--- config.mk ---
export PLATFORM = sky130hd
export DESIGN_NAME = sum_serializer
export DESIGN_NICKNAME = d
export VERILOG_FILES = /design/src/rtl/sum_serializer.sv
export SDC_FILE = /design/constraint.sdc
export NUM_CORES = 1
export LEC_CHECK = 0
export CAP_MARGIN = 5
export CORE_MARGIN = 2
export CORE_UTILIZATION = 30
export CTS_CLUSTER_DIAMETER = 30
export DETAILED_ROUTE_END_ITERATION = 8
export GPL_ROUTABILITY_DRIVEN = 0
export PLACE_DENSITY = 0.54
export SLEW_MARGIN = 40
export SYNTH_ARGS = -nofsm -noshare
export SYNTH_HDL_FRONTEND = slang
export SYNTH_SLANG_ARGS = --single-unit
--- constraint.sdc ---
create_clock -name IN_clk -period 2.9 [get_ports IN_clk]
set_input_delay 0.435 -clock IN_clk [delete_from_list [all_inputs] [get_ports IN_clk]]
set_output_delay 0.435 -clock IN_clk [all_outputs]
set_load 0.02 [all_outputs]
--- src/rtl/sum_serializer.sv ---
// sum_serializer: turns a parallel WIDTH-bit sum word into an LSB-first stream
// of CHUNK-bit beats, with valid/ready handshakes on both sides. One word is in
// flight at a time, and the next word can load in the same cycle that the last
// beat of the current word leaves.
//
// Optional build macro: SUM_SERIALIZER_PARITY_EN
//   When this macro is defined, one extra beat follows the data beats. That beat
//   carries the even parity of the accepted word in bit 0, and OUT_last is high
//   only on that beat.
module sum_serializer #(
  parameter int WIDTH = 8,
  parameter int CHUNK = 1
) (
  input  logic             IN_clk,
  input  logic             IN_rst,
  input  logic             IN_valid,
  output logic             OUT_ready,
  input  logic [WIDTH-1:0] IN_data,
  output logic             OUT_valid,
  input  logic             IN_ready,
  output logic [CHUNK-1:0] OUT_data,
  output logic             OUT_last
);

  localparam int DBEATS = WIDTH / CHUNK;
`ifdef SUM_SERIALIZER_PARITY_EN
  localparam int BEATS = DBEATS + 1;
`else
  localparam int BEATS = DBEATS;
`endif
  localparam int CW = (BEATS > 1) ? $clog2(BEATS) : 1;
  localparam logic [CW-1:0] LAST_CNT = CW'(BEATS - 1);
  localparam logic [CW-1:0] CNT_ONE  = CW'(1'b1);

  localparam logic [0:0] IDLE = 1'b0;
  localparam logic [0:0] SEND = 1'b1;

  generate
    if ((WIDTH % CHUNK) != 0) begin : g_bad_chunk
      $error("sum_serializer: WIDTH (%0d) must be a multiple of CHUNK (%0d)", WIDTH, CHUNK);
    end
  endgenerate

  logic [0:0]       state_r;
  logic [CW-1:0]    cnt_r;
  logic [WIDTH-1:0] shreg_r;
`ifdef SUM_SERIALIZER_PARITY_EN
  logic             par_r;
`endif

  logic             send_s;
  logic             last_s;
  logic             ready_s;
  logic             accept_s;
  logic             beat_s;
  logic [CHUNK-1:0] data_s;

  // Handshake decode. Reset masks every output-facing strobe.
  always_comb begin
    send_s = 1'b0;
    if (state_r == SEND) begin
      send_s = 1'b1;
    end else begin
      send_s = 1'b0;
    end
    last_s   = send_s && (cnt_r == LAST_CNT);
    ready_s  = !IN_rst && ((state_r == IDLE) || (last_s && IN_ready));
    accept_s = IN_valid && ready_s;
    beat_s   = !IN_rst && send_s && IN_ready;
  end

  // Beat data: the low CHUNK bits of the shift register, or the parity beat.
  always_comb begin
    data_s = '0;
    if (send_s && !IN_rst) begin
      data_s = shreg_r[CHUNK-1:0];
`ifdef SUM_SERIALIZER_PARITY_EN
      if (cnt_r == LAST_CNT) begin
        data_s    = '0;
        data_s[0] = par_r;
      end else begin
        data_s = shreg_r[CHUNK-1:0];
      end
`endif
    end else begin
      data_s = '0;
    end
  end

  assign OUT_ready = ready_s;
  assign OUT_valid = send_s && !IN_rst;
  assign OUT_last  = last_s && !IN_rst;
  assign OUT_data  = data_s;

  // FSM, beat counter and shift register. A new word loads when accepted;
  // each non-final beat transfer shifts right by one chunk.
  always_ff @(posedge IN_clk) begin
    if (IN_rst) begin
      state_r <= IDLE;
      cnt_r   <= '0;
      shreg_r <= '0;
`ifdef SUM_SERIALIZER_PARITY_EN
      par_r   <= 1'b0;
`endif
    end else if (accept_s) begin
      state_r <= SEND;
      cnt_r   <= '0;
      shreg_r <= IN_data;
`ifdef SUM_SERIALIZER_PARITY_EN
      par_r   <= ^IN_data;
`endif
    end else if (beat_s) begin
      if (last_s) begin
        state_r <= IDLE;
      end else begin
        shreg_r <= shreg_r >> CHUNK;
        cnt_r   <= cnt_r + CNT_ONE;
      end
    end
  end

endmodule

==> flow_metrics.env <==
export IMPL_status="finished clean"
export IMPL_layout_common_cells="clkdlybuf4s50_1, nand2_1, dfxtp_1"
export IMPL_root_buffer="clkbuf_4"
export IMPL_clk_pin_slew_ns=0.08
export IMPL_r2r_start="cnt_r[0]$_SDFFE_PP0P_"
export IMPL_grt_usage=0.1248
export IMPL_overflow=0
export IMPL_start_util=0.3170
export IMPL_slew_headroom=0.7041
export IMPL_die_area_mm2=0.002453
export IMPL_hp_class="register to register"
export IMPL_htree_levels=1
export IMPL_start_kind="register"
export IMPL_drc=0
export IMPL_maxCapViolCount=0
export IMPL_peakVddDrop_uv=228.6
export IMPL_drt_iter0_markers=13
export IMPL_ys_seq_area_frac=0.3863
export IMPL_io_pins=16
export IMPL_numCtsBuffers=3
export IMPL_syn_area_um2=621.8
export IMPL_hold_violations=0
export IMPL_drive_gt1_frac=0.1190
export IMPL_cts_setup_buffers=0
export IMPL_clock_fmax_mhz=451.1
export IMPL_synth_area_leader_cell="dfxtp_1"
export IMPL_ys_warn_count=0
export IMPL_fin_skew_ns=0.003024
export IMPL_cts_path_max_buffers=2
export IMPL_antenna_cells=0
export IMPL_final_common_cell="clkdlybuf4s50_1"
export IMPL_vias=535
export IMPL_cp_end_kind="output port"
export IMPL_drv_slew=0
export IMPL_synth_avg_cell_area_um2=9.012
export IMPL_period_minus_slack_ns=2.217
export IMPL_cts_sinks=12
export IMPL_area_delta_synth_final_pct=31.19
export IMPL_cts_resized=0
export IMPL_antenna_found_initial=0
export IMPL_grt_max_degree=17
export IMPL_fin_total_pwr_mw=0.3711
export IMPL_cts_tree="done"
export IMPL_ys_ff_latch=12
export IMPL_drt_pass1_iterations=4
export IMPL_finalSetupViolCount=0
export IMPL_hold_start="shreg_r[3]$_SDFFE_PP0P_"
export IMPL_power_density_mw_per_mm2=454.9
export IMPL_clkLatencyLatePin_ns=0.28
export IMPL_ys_top_cells_by_area="dfxtp_1, nand2_1, nor3_1"
export IMPL_port_buffers=15
export IMPL_grt_pass1_vias=554
export IMPL_syn_num_nets=83
export IMPL_grt_pass1_wl_mm=2.352
export IMPL_cts_hold_buf=0
export IMPL_synthCells=69
export IMPL_crit_start="cnt_r[0]$_SDFFE_PP0P_"
export IMPL_wire_per_inst_um=11.64
export IMPL_path_class="register to output port"
export IMPL_tns_ns=0
export IMPL_hpwl_um=946.4
export IMPL_worstPathArrival_ns=1.78
export IMPL_drtAntennaViolNets=0
export IMPL_rsz0062_at_grt="no"
export IMPL_die_w_um=49.53
export IMPL_worstPathMaxFanout=4
export IMPL_cp_required_ns=2.47
export IMPL_via_per_inst=4.820
export IMPL_fp_row_count=16
export IMPL_synth_top_area_share=0.3863
export IMPL_fin_nets=99
export IMPL_worst_pin_slew_ns=0.4439
export IMPL_core_mm2=0.001962
export IMPL_netlist_cell_type_count=22
export IMPL_finalCritPeriodShare=0.7644
export IMPL_dieHeight_um=49.53
export IMPL_cellLeakagePower_nw=0.2865
export IMPL_routed_wl_mm=1.292
## report_power, final
| part | internal [mW] | switching [mW] |
|---|---|---|
| logic | 0.0310 | 0.0267 |
| clock network | 0.0764 | 0.0591 |
| registers | 0.173 | 0.00460 |
| total | 0.281 | 0.0903 |
## stage by stage
| step | std cells | cell area, µm² | hold WS (ns) | util | worst slack [ns] |
|---|---|---|---|---|---|
| floorplan | 69 | 621.8 | 0.4487 | - | 1.293 |
| global placement | 107 | 779.5 | 0.4724 | 0.3973 | 0.6795 |
| detailed placement | 107 | 779.5 | 0.4763 | 0.3973 | 0.6883 |
| CTS | 111 | 815.8 | 0.4877 | 0.4158 | 0.6624 |
| global route | 111 | 815.8 | 0.5193 | 0.4158 | 0.6113 |
| finish | 111 | 815.8 | 0.4846 | 0.4158 | 0.6832 |
## synth_stat cells, drive strengths merged
cell	n
xnor2	1
a21oi	1
nand2	14
ha	2
nand2b	1
buf	5
mux2i	2
a21boi	1
clkbuf	1
nand4bb	1
nor3	10
dfxtp	12
and4bb	1
or2	1
nor2b	1
nor2	4
o211ai	1
or3b	1
a311oi	7
and2	2
## kinds of logic (layout without fill, tap and decap cells)
group	count (synthesis)	count (layout)	synth area share
adders and majority gates	2	2	0.04024
DFF	12	12	0.3863
buffers and inverters	6	21	0.06638
and+or+nand+nor	36	36	0.3038
muxes	2	2	0.03219
xor gates and xnor gates	1	1	0.01409
AOI/OAI and AO/OA	10	10	0.1569
## worst max-delay path, cell delays in order, from the launching register on
cell and delay, ns:
dfxtp_1 0.33, ha_1 0.20, ha_1 0.22, a21boi_2 0.17, nor2_1 0.05, clkdlybuf4s50_1 0.53
## worst paths after layout
path              slack (ns)                       to  depth (start not counted)
hold / removal          0.48  shreg_r[2]$_SDFFE_PP0P_                          2
setup reg to reg        1.13  shreg_r[6]$_SDFFE_PP0P_                          5
hold reg to reg         0.48  shreg_r[2]$_SDFFE_PP0P_                          2
setup / recovery        0.68                OUT_ready                          5
## sequential cells by signal, indices dropped and copies added, names as in the netlist
register and flops:
cnt_r 3, state_r 1, shreg_r 8
## routing by layer
metal  GRT usage  vias up  wire length, µm
met5           0        -                0
met4      0.1019        0               44
met3     0.01212        5               51
met2      0.1911       15              591
met1      0.1576      234              603
li1            -      281                -
## layout make-up
class | instances | area, µm²
fillers | 210 | 1146
multi-input cells | 51 | 340.3
flip-flops and latches | 12 | 240.2
repair buffers | 17 | 165.2
clock buffers | 4 | 36.28
well taps | 27 | 33.78
No activity file was read; power rests on OpenSTA's default activity.
